===== src/rtl/lsu_pkg.sv =====
// Shared definitions for the load/store unit: widths, funct3 codes,
// dmem size encodings, FSM states and encoding-check helpers.
package lsu_pkg;

  localparam int ADDR_SIZE  = 31;
  localparam int INSTR_SIZE = 31;

  localparam logic [2:0] LSU_F3_B  = 3'b000;
  localparam logic [2:0] LSU_F3_H  = 3'b001;
  localparam logic [2:0] LSU_F3_W  = 3'b010;
  localparam logic [2:0] LSU_F3_BU = 3'b100;
  localparam logic [2:0] LSU_F3_HU = 3'b101;

  localparam logic [1:0] MEM_SIZE_B = 2'b00;
  localparam logic [1:0] MEM_SIZE_H = 2'b01;
  localparam logic [1:0] MEM_SIZE_W = 2'b10;

  typedef enum logic [2:0] {
    S_IDLE,
    S_RD_ISSUE,
    S_RD_WAIT,
    S_WR,
    S_RESP
  } lsu_state_e;

  function automatic logic op_legal(
    input logic       load,
    input logic [2:0] f3
  );
    logic ok;
    ok = (f3 == LSU_F3_B) || (f3 == LSU_F3_H)
      || (f3 == LSU_F3_W);
    if (load)
      ok = ok || (f3 == LSU_F3_BU)
        || (f3 == LSU_F3_HU);
    return ok;
  endfunction

  function automatic logic misaligned(
    input logic [2:0] f3,
    input logic [1:0] a
  );
    logic m;
    m = 1'b0;
    if (f3[1:0] == MEM_SIZE_H)
      m = a[0];
    else if (f3[1:0] == MEM_SIZE_W)
      m = |a;
    return m;
  endfunction

endpackage


===== src/rtl/lsu_load_ext.sv =====
// Load-data extender: dmem returns the addressed byte in [7:0];
// this widens it to 32 bits according to funct3.
module lsu_load_ext
  import lsu_pkg::*;
(
  input  logic [2:0]          funct3,
  input  logic [INSTR_SIZE:0] data,
  output logic [INSTR_SIZE:0] result
);

  always_comb begin
    result = data;
    case (funct3)
      LSU_F3_B:  result = {{24{data[7]}}, data[7:0]};
      LSU_F3_H:  result = {{16{data[15]}}, data[15:0]};
      LSU_F3_W:  result = data;
      LSU_F3_BU: result = {24'd0, data[7:0]};
      LSU_F3_HU: result = {16'd0, data[15:0]};
      default:   result = '0;
    endcase
  end

endmodule


===== src/rtl/lsu.sv =====
// Load/store unit between execute and dmem, one op in flight.
// Optional feature: define LSU_MISALIGN_TRAP_EN to trap misaligned H/W ops.
module lsu
  import lsu_pkg::*;
#(
  parameter int TIMEOUT = 15
) (
  input  logic                clk,
  input  logic                reset,
  input  logic                req_valid,
  output logic                req_ready,
  input  logic                req_load,
  input  logic [2:0]          req_funct3,
  input  logic [ADDR_SIZE:0]  req_addr,
  input  logic [INSTR_SIZE:0] req_wdata,
  input  logic [4:0]          req_rd,
  output logic                resp_valid,
  output logic [INSTR_SIZE:0] resp_data,
  output logic [4:0]          resp_rd,
  output logic                resp_err,
  output logic [ADDR_SIZE:0]  mem_addr,
  output logic                mem_r_enable,
  output logic                mem_w_enable,
  output logic [1:0]          mem_w_size,
  output logic [INSTR_SIZE:0] mem_w_data,
  input  logic [INSTR_SIZE:0] mem_r_data,
  input  logic                mem_ready
);

  localparam int CW = $clog2(TIMEOUT + 1);
  localparam logic [CW-1:0] CNT_LAST = CW'(TIMEOUT - 1);

  lsu_state_e          state;
  logic [ADDR_SIZE:0]  addr_q;
  logic [INSTR_SIZE:0] wdata_q;
  logic [2:0]          f3_q;
  logic [CW-1:0]       cnt;
  logic [INSTR_SIZE:0] ext_data;
  logic                mis;
  logic                bad_op;

`ifdef LSU_MISALIGN_TRAP_EN
  assign mis = misaligned(req_funct3, req_addr[1:0]);
`else
  assign mis = 1'b0;
`endif

  assign bad_op = !op_legal(req_load, req_funct3) || mis;

  lsu_load_ext u_ext (
    .funct3 (f3_q),
    .data   (mem_r_data),
    .result (ext_data)
  );

  assign req_ready    = (state == S_IDLE) && !reset;
  assign resp_valid   = (state == S_RESP);
  assign mem_r_enable = (state == S_RD_ISSUE);
  assign mem_w_enable = (state == S_WR);
  assign mem_addr     = addr_q;
  assign mem_w_data   = wdata_q;
  assign mem_w_size   = f3_q[1:0];

  always_ff @(posedge clk) begin
    if (reset) begin
      state     <= S_IDLE;
      addr_q    <= '0;
      wdata_q   <= '0;
      f3_q      <= '0;
      cnt       <= '0;
      resp_data <= '0;
      resp_rd   <= '0;
      resp_err  <= 1'b0;
    end else begin
      unique case (state)
        S_IDLE: begin
          if (req_valid) begin
            addr_q    <= req_addr;
            wdata_q   <= req_wdata;
            f3_q      <= req_funct3;
            resp_rd   <= req_load ? req_rd : 5'd0;
            resp_data <= '0;
            resp_err  <= bad_op;
            if (bad_op)
              state <= S_RESP;
            else if (req_load)
              state <= S_RD_ISSUE;
            else
              state <= S_WR;
          end
        end
        S_RD_ISSUE: begin
          cnt   <= '0;
          state <= S_RD_WAIT;
        end
        // data beats the timeout when both land together
        S_RD_WAIT: begin
          if (mem_ready) begin
            resp_data <= ext_data;
            state     <= S_RESP;
          end else if (cnt == CNT_LAST) begin
            resp_err <= 1'b1;
            state    <= S_RESP;
          end else begin
            cnt <= cnt + 1'b1;
          end
        end
        S_WR:   state <= S_RESP;
        S_RESP: state <= S_IDLE;
        default: state <= S_IDLE;
      endcase
    end
  end

endmodule


===== config.mk =====
export PLATFORM = sky130hd
export DESIGN_NAME = lsu
export DESIGN_NICKNAME = d
export VERILOG_FILES = /design/src/rtl/lsu_pkg.sv /design/src/rtl/lsu_load_ext.sv /design/src/rtl/lsu.sv
export SDC_FILE = /design/constraint.sdc
export NUM_CORES = 1
export LEC_CHECK = 0
export CAP_MARGIN = 20
export CORE_MARGIN = 5
export CORE_UTILIZATION = 40
export CTS_CLUSTER_DIAMETER = 30
export DETAILED_ROUTE_END_ITERATION = 8
export PLACE_DENSITY = 0.8
export SYNTH_ARGS = -nofsm -noshare
export SYNTH_HDL_FRONTEND = slang
export SYNTH_SLANG_ARGS = --single-unit

===== constraint.sdc =====
create_clock -name clk -period 1.9 [get_ports clk]
set_clock_uncertainty 0.05 [all_clocks]
set_input_delay 0.285 -clock clk [delete_from_list [all_inputs] [get_ports clk]]
set_output_delay 0.285 -clock clk [all_outputs]
set_load 0.02 [all_outputs]

==> metrics.log, run 1 <==
[metrics] status: complete, no violations
[metrics] Setup Buffers After CTS: 0
[metrics] P&R area growth vs syn: 58.6%
[metrics] post-synthesis compound-gate area fraction: around a fifth
[metrics] I/O Pins: 217
[metrics] async set or reset register ratio after synthesis: 0%
[metrics] number of buffers on the longest clock path: 2
[metrics] Core Region: 10900 um^2
[metrics] ANT cells: 0
[metrics] hpwl dp: 10400 um
[metrics] clk sinks: roughly 110
[metrics] count of endpoints failing setup in the final report: 0
[metrics] synthesized net count: 641
[metrics] CTS H-tree lvls: 3
[metrics] gate family responsible for the most delay along the worst path: simple AND/OR/NAND/NOR gates
[metrics] horizontal die dimension: 116 um
[metrics] M2 GR Usage: 35.3%
[metrics] Vias: 4480
[metrics] DP Cell Count: 860
[metrics] maximum number of pins on one net before global-route repair: 91
[metrics] M3 GR Usage: 10.2%
[metrics] number of I/O port buffers: 216
[metrics] highest achievable clock rate: 556 MHz
[metrics] synthesized cell area: roughly 4500 um^2
[metrics] CP required: 2.13 ns
[metrics] first-pass GRT wire length: 22400 um
[metrics] Rel. slew slack: 61.3%
[metrics] insertion delay to the later sink of the worst-skew pair: 0.36 ns
[metrics] Max IR drop VDD: around 0.49 mV
[metrics] detailed-route vias per instance: slightly above 5
[metrics] static power due to leakage: 2.63 nW
[metrics] most common cell after layout, fill and taps aside: sky130_fd_sc_hd__clkdlybuf4s50_1
[metrics] Most used DFF post-synth: sky130_fd_sc_hd__dfxtp_1
[metrics] routed wire length: ~14000 um
[metrics] Synth Area in XOR/XNOR: 0%
[metrics] share of cell area taken by muxes after synthesis: approximately 5.6%
[metrics] Crit Path Max Fanout: 10
[metrics] Chip Height: about 120 um
[metrics] crit path max-delay cell type: sky130_fd_sc_hd__or4b_4
[metrics] share of the yosys chip area belonging to registers: 50.2%
[metrics] Post-Route Utilization: 65.1%
[metrics] CP Cell Sequence: buf_4 -> or4b_4 -> or3_1 -> a211oi_1
[metrics] busiest metal layer after global routing: met2
[metrics] number of flip-flops and latches in the synthesized netlist: 112
[metrics] proportion of layout cells with a drive suffix above 1: under 10%
[metrics] quantity of hold-fixing buffers added after cts: 0
[metrics] remaining design rule violation count: 0
[metrics] type of the tightest min-delay check: in -> reg
[metrics] CTS tree: built
[metrics] startpoint type of the worst setup path: register
[metrics] Cell Rows: 38
[metrics] Post-Synthesis Cells: 530
[metrics] Final Hold Fails: 0
[metrics] Post-Layout Cell Count: between 800 and 900
[metrics] syn_area_per_cell: 8.43 um^2
[metrics] Tcrit/Tclk final: 94.6%
[metrics] simple-gate share of the synthesized area: 17.5%
[metrics] initial core utilization: 41.1%
[metrics] adder and majority gate portion of the synthesized area: less than 1%
[metrics] antenna violations before repair: 0
[metrics] number of clock buffers inserted by TritonCTS: 9
[metrics] number of nets in the layout: 843
[metrics] final number of max-transition violations: 0
[metrics] gr ovfl total: 0
[metrics] count of flip-flops with a built-in enable after synthesis: 0
[metrics] CTS Root Cell: sky130_fd_sc_hd__clkbuf_8
[metrics] power per cell area: 777 nW/um^2
[metrics] buffer and inverter count on the worst path: 1
[metrics] Stages on worst setup path: 4
[metrics] total routing resource utilization after global routing: roughly a fifth
[metrics] shortest clock period the worst path allows after layout: 1.80 ns
[metrics] Total Die Area: 13400 um^2
[metrics] synth warn: 0
[metrics] element type at the critical path end: register
[metrics] category of the most critical setup path: reg -> reg
[metrics] clock slew at the register clock pins of the worst setup and hold paths: 0.10 ns
[metrics] Slowest Stage Delay on Critical Path: 0.52 ns
[metrics] combinational family with the most area after synthesis: compound AO/OA/AOI/OAI gates
[metrics] First DRT Iteration DRCs: 280
[metrics] routed len/inst: 16.3 um
[metrics] commonest non-fill, non-tap cells in the layout: sky130_fd_sc_hd__clkdlybuf4s50_1 (211), sky130_fd_sc_hd__nand2_1 (139), sky130_fd_sc_hd__dfxtp_1 (109)
[metrics] number of nets with antenna violations after detailed routing: 0
[metrics] count of cell types in the netlist: 38
[metrics] Arr. time, crit path: 2.03 ns
[metrics] gpl congestion: 0.808
[metrics] transition at the pin with the smallest max-transition slack: 0.577 ns
[metrics] met1 track demand over resource in global routing: 23.1%
[metrics] count of maximum capacitance violations: 0
[metrics] cells on worst reg2reg path: 4
[metrics] number of global-route vias before repair: ~4500
[metrics] first drt pass iteration count: 4
[metrics] unrepaired setup endpoints after global routing: false
[metrics] cell depth of the worst min-delay path: 3
-- layout make-up --
class	instances	area (um^2)
Fill cell	903	3800
Tap cell	140	175
Sequential cell	112	2250
Inverter	4	15.0
Timing Repair Buffer	243	2430
Multi-Input combinational cell	362	2000
Clock inverter	2	60.1
Clock buffer	14	173
-- stage by stage --
step                cell area, um^2  hold slack (ns)  setup TNS, ns  worst slack (ns)  total power [mW]
floorplan                      4470            0.371              0             0.135              3.25
global placement               6840            0.391          -8.86            -0.130              3.90
detailed placement             6840            0.395         -11.96            -0.188              3.94
CTS                            7070            0.379              0            0.0248              5.55
global route                   7090            0.384              0           0.00859              5.80
finish                         7090            0.376              0             0.102              5.51
-- path summary, 6_finish.rpt --
check                               start                   endpoint  slack (ns)
setup / recovery    state[1]$_SDFFE_PP0P_        cnt[3]$_SDFFE_PP0P_        0.10
hold / removal                      reset  resp_data[4]$_SDFFE_PP0P_        0.38
setup reg to reg    state[1]$_SDFFE_PP0P_        cnt[3]$_SDFFE_PP0P_        0.10
hold reg to reg   resp_rd[4]$_SDFFE_PP0P_    resp_rd[4]$_SDFFE_PP0P_        0.40
-- per-layer routing --
layer	vias to the layer above	part of all wire, %
li1	2217	-
met1	2073	39
met2	176	48
met3	14	12
met4	0	1.2
met5	-	0
-- kinds of logic after synthesis --
| group | after synthesis |
|---|---|
| fa+ha+maj | 2 |
| compound gates | 155 |
| flops | 112 |
| simple gates | 180 |
| mux | 25 |
| buf+inv | 56 |
-- power breakdown --
part | switching, mW | internal, mW
Combinational | 0.667 | 0.666
Clock | 0.759 | 0.854
Sequential | 0.0806 | 2.49
-- registers in the layout, summed over array words and instances, names as in the netlist --
register	count
f3_q	3
cnt	4
resp_err	1
state	3
mem_addr	32
mem_w_data	32
resp_data	32
resp_rd	5
-- synthesized netlist by cell type, types with 2 or more instances --
master	n	share of area [%]
sky130_fd_sc_hd__a22o_1	24	4.7
sky130_fd_sc_hd__o211ai_1	2	0.34
sky130_fd_sc_hd__dfxtp_1	112	50
sky130_fd_sc_hd__nand3_1	14	1.6
sky130_fd_sc_hd__clkbuf_1	37	3.1
sky130_fd_sc_hd__inv_1	4	0.34
sky130_fd_sc_hd__and3b_1	2	0.39
sky130_fd_sc_hd__nor4b_1	2	0.39
sky130_fd_sc_hd__nor2_1	2	0.17
sky130_fd_sc_hd__nand2_1	139	12
sky130_fd_sc_hd__o31ai_1	2	0.34
sky130_fd_sc_hd__o2bb2ai_1	7	1.4
sky130_fd_sc_hd__buf_4	2	0.34
sky130_fd_sc_hd__or3_1	6	0.84
sky130_fd_sc_hd__buf_6	2	0.50
sky130_fd_sc_hd__mux2i_1	25	5.6
sky130_fd_sc_hd__a211oi_1	4	0.67
sky130_fd_sc_hd__buf_1	3	0.25
sky130_fd_sc_hd__ha_1	2	0.56
sky130_fd_sc_hd__buf_2	8	0.90
sky130_fd_sc_hd__nor3_1	4	0.45
sky130_fd_sc_hd__and3_1	2	0.28
sky130_fd_sc_hd__a21oi_1	85	9.5
sky130_fd_sc_hd__or2_2	2	0.28
sky130_fd_sc_hd__o21ai_0	25	2.8
-- tightest hold or removal path, stage by stage --
cell                      delay [ns]
sky130_fd_sc_hd__buf_2          0.12
sky130_fd_sc_hd__buf_12         0.21
sky130_fd_sc_hd__a21oi_1        0.14
-- repair_timing --
item	CTS	global route
gates cloned	0	1
resized for setup	11	3
endpoints found under the setup margin	5	28
(Power assumes the default switching activity.)
==> inputs of run 2 (changes only) <==
--- a/config.mk
+++ b/config.mk
@@ -10,7 +10,8 @@
 export CORE_UTILIZATION = 40
 export CTS_CLUSTER_DIAMETER = 30
 export DETAILED_ROUTE_END_ITERATION = 8
-export PLACE_DENSITY = 0.8
+export PLACE_DENSITY = 0.79
 export SYNTH_ARGS = -nofsm -noshare
 export SYNTH_HDL_FRONTEND = slang
+export SYNTH_HIERARCHICAL = 1
 export SYNTH_SLANG_ARGS = --single-unit
==> metrics.log, run 2 <==
[metrics] status: complete, no violations
[metrics] first drt pass iteration count: 5
[metrics] detailed-route vias per instance: 5.32
[metrics] hpwl dp: 11300 um
[metrics] buffer and inverter count on the worst path: 1
[metrics] static power due to leakage: 2.62 nW
[metrics] antenna violations before repair: 0
[metrics] Slowest Stage Delay on Critical Path: a little under 0.7 ns
[metrics] highest achievable clock rate: 546 MHz
[metrics] number of global-route vias before repair: 5028
[metrics] Post-Synthesis Cells: 591
[metrics] number of nets in the layout: ~890
[metrics] startpoint of the tightest hold check path: mem_addr[18]$_SDFFE_PP0P_
[metrics] count of cell types in the netlist: 40
[metrics] synth warn: 6
[metrics] maximum number of pins on one net before global-route repair: 112
[metrics] proportion of layout cells with a drive suffix above 1: 7.61%
[metrics] routed wire length: 16100 um
[metrics] Core Region: 11900 um^2
[metrics] cell depth of the worst min-delay path: 2
[metrics] first-pass GRT wire length: 25500 um
[metrics] share of cell area taken by muxes after synthesis: 5.24%
[metrics] I/O Pins: 217
[metrics] simple-gate share of the synthesized area: 20.8%
[metrics] count of maximum capacitance violations: 0
[metrics] most frequently used cell type in the post-synthesis netlist: sky130_fd_sc_hd__nand2_1
[metrics] insertion delay to the later sink of the worst-skew pair: ~0.35 ns
[metrics] unrepaired setup endpoints after global routing: false
[metrics] ANT cells: 0
[metrics] element type at the critical path end: primary output
[metrics] ranking of synthesized cells by area: sky130_fd_sc_hd__dfxtp_1 (47%), sky130_fd_sc_hd__a21oi_1 (11%), sky130_fd_sc_hd__nand2_1 (11%), sky130_fd_sc_hd__mux2i_1 (5.2%), sky130_fd_sc_hd__nand4_1 (4.2%)
[metrics] total routing resource utilization after global routing: 22.0%
[metrics] remaining design rule violation count: 0
[metrics] hold endpoint: mem_addr[18]$_SDFFE_PP0P_
[metrics] Synth top area share: about 47%
[metrics] most common cell after layout, fill and taps aside: sky130_fd_sc_hd__clkdlybuf4s50_1
[metrics] combinational family with the most area after synthesis: simple AND/OR/NAND/NOR gates
[metrics] reg-to-reg critical path startpoint: state[2]$_SDFFE_PP0P_
[metrics] Reg-to-Reg End: cnt[3]$_SDFFE_PP0P_
[metrics] adder and majority gate portion of the synthesized area: less than 1%
[metrics] Post-Layout Cell Count: 935
[metrics] number of flip-flops and latches in the synthesized netlist: 112
[metrics] CP required: 1.56 ns
[metrics] type of the tightest min-delay check: reg -> reg
[metrics] cells on worst reg2reg path: 4
[metrics] Most used DFF post-synth: sky130_fd_sc_hd__dfxtp_1
[metrics] CP Cell Sequence: clkdlybuf4s50_1
[metrics] initial core utilization: 40.2%
[metrics] number of buffers on the longest clock path: 2
[metrics] number of I/O port buffers: around 220
[metrics] share of the yosys chip area belonging to registers: 47.0%
[metrics] final number of max-transition violations: 0
[metrics] clock slew at the register clock pins of the worst setup and hold paths: 0.07 ns
[metrics] number of nets with antenna violations after detailed routing: 0
[metrics] Synth Area in XOR/XNOR: 0%
[metrics] most used standard cells in the synthesized netlist: sky130_fd_sc_hd__nand2_1 (139), sky130_fd_sc_hd__dfxtp_1 (112), sky130_fd_sc_hd__a21oi_1 (107), sky130_fd_sc_hd__clkbuf_1 (46), sky130_fd_sc_hd__o21ai_0 (37)
[metrics] gate family responsible for the most delay along the worst path: buffers and inverters
[metrics] category of the most critical setup path: reg -> out
[metrics] Tcrit/Tclk final: 96.4%
[metrics] power per cell area: 797 nW/um^2
[metrics] shortest clock period the worst path allows after layout: 1.83 ns
[metrics] gpl congestion: 0.817
[metrics] P&R area growth vs syn: 55.9%
[metrics] async set or reset register ratio after synthesis: 0%
[metrics] Rel. slew slack: 51.6%
[metrics] clk sinks: 112
[metrics] Chip Height: 119 um
[metrics] post-synthesis compound-gate area fraction: 19.9%
[metrics] startpoint type of the worst setup path: register
[metrics] Arr. time, crit path: ~1.5 ns
[metrics] area taken by flip-flops and latches: 2240 um^2
[metrics] routed len/inst: 17.2 um
[metrics] horizontal die dimension: 119 um
[metrics] First DRT Iteration DRCs: 324
[metrics] CTS tree: built
[metrics] DP Cell Count: 918
[metrics] Final Hold Fails: 0
[metrics] count of flip-flops with a built-in enable after synthesis: 0
[metrics] Crit Path Max Fanout: 6
[metrics] gr ovfl total: 0
[metrics] crit path max-delay cell type: sky130_fd_sc_hd__clkdlybuf4s50_1
[metrics] Cell Rows: 40
[metrics] CTS H-tree lvls: 3
[metrics] transition at the pin with the smallest max-transition slack: around 0.72 ns
[metrics] Vias: 4976
[metrics] Setup Buffers After CTS: 0
[metrics] Fill cells: 991
[metrics] number of clock buffers inserted by TritonCTS: 9
[metrics] commonest non-fill, non-tap cells in the layout: sky130_fd_sc_hd__clkdlybuf4s50_1 (211), sky130_fd_sc_hd__nand2_1 (139), sky130_fd_sc_hd__dfxtp_1 (111)
[metrics] Max IR drop VDD: 0.586 mV
[metrics] count of endpoints failing setup in the final report: 0
[metrics] flop-to-flop setup slack: around 0.090 ns
[metrics] syn_area_per_cell: 8.08 um^2
[metrics] worst hold-check slack: 0.403 ns
[metrics] synthesized cell area: 4770 um^2
[metrics] CTS Root Cell: sky130_fd_sc_hd__clkbuf_16
[metrics] leading area contributor after synthesis: sky130_fd_sc_hd__dfxtp_1
[metrics] synthesized net count: 702
[metrics] combined area of the multi-input logic cells: 2240 um^2
[metrics] Total Die Area: 14200 um^2
==> run 2: cells by family after synthesis <==
| logic type | after synthesis |
|---|---|
| adders and majority gates | 2 |
| and+or+nand+nor | 211 |
| buffers and inverters | 66 |
| AOI/OAI and AO/OA | 175 |
| DFF | 112 |
| muxes | 25 |
==> run 2: worst max-delay path by stage <==
| stage | start | end | slack (ns) | depth (start not counted) |
|---|---|---|---|---|
| after floorplan | state[1]$_SDFFE_PP0P_ | mem_w_enable | 0.09 | 3 |
| after global placement | req_valid | mem_addr[16]$_SDFFE_PP0P_ | -0.13 | 5 |
| after detailed placement | req_valid | mem_addr[25]$_SDFFE_PP0P_ | -0.17 | 5 |
| after CTS | state[0]$_SDFFE_PP0P_ | mem_w_enable | 0.004 | 4 |
| after global routing | f3_q[0]$_SDFFE_PP0P_ | mem_w_size[0] | 0.02 | 1 |
| final | f3_q[0]$_SDFFE_PP0P_ | mem_w_size[0] | 0.07 | 1 |
==> run 2: layout make-up <==
class                      instances  share of cell area, %
sequential                       112                   30.1
timing repair buffer             243                   33.0
clock buffer                      14                   3.55
multi-input combinational        413                   30.1
inverter                           4                  0.202
clock inverter                     2                  0.504
tap                              147                   2.47
==> run 2: through the flow <==
| stage | utilization (%) | cell area, um^2 | total power, mW | setup WS, ns | TNS, ns |
|---|---|---|---|---|---|
| after floorplan | - | 4770 | 3.33 | 0.0865 | 0 |
| after global placement | 60.0 | 7120 | 4.00 | -0.132 | -8.17 |
| after detailed placement | 60.0 | 7120 | 4.03 | -0.169 | -10.56 |
| after CTS | 62.5 | 7410 | 5.96 | 0.00371 | 0 |
| after global routing | 62.7 | 7440 | 6.21 | 0.0185 | 0 |
| final | 62.7 | 7440 | 5.93 | 0.0689 | 0 |
==> run 2: worst register-to-register path, cell delays in order, from the launching register on <==
cell                       delay (ns)
sky130_fd_sc_hd__dfxtp_1         0.36
sky130_fd_sc_hd__buf_4           0.18
sky130_fd_sc_hd__or4b_4          0.56
sky130_fd_sc_hd__or3_1           0.37
sky130_fd_sc_hd__a211oi_1        0.22
==> run 2: repair_timing <==
action | CTS | global route
hold endpoints to repair | 0 | 0
hold buffers | 0 | 0
cloned | 0 | 1
resized for setup | 12 | 9
setup endpoints to repair | 4 | 57
==> run 2: report_power, final <==
part	switching, mW	total [mW]	internal, mW	leakage, nW
sequential	0.0783	2.56	2.48	0.914
clock	0.833	1.93	1.10	0.143
combinational	0.749	1.44	0.687	1.56
total	1.66	5.93	4.27	2.62
==> run 2: layer usage <==
| metal | track usage, % | wire length [um] | vias to the layer above |
|---|---|---|---|
| li1 | - | - | 2419 |
| met1 | 24.3 | 6330 | 2309 |
| met2 | 37.7 | 7650 | 231 |
| met3 | 9.78 | 1860 | 17 |
| met4 | 7.24 | 249 | 0 |
| met5 | 0 | 0 | - |
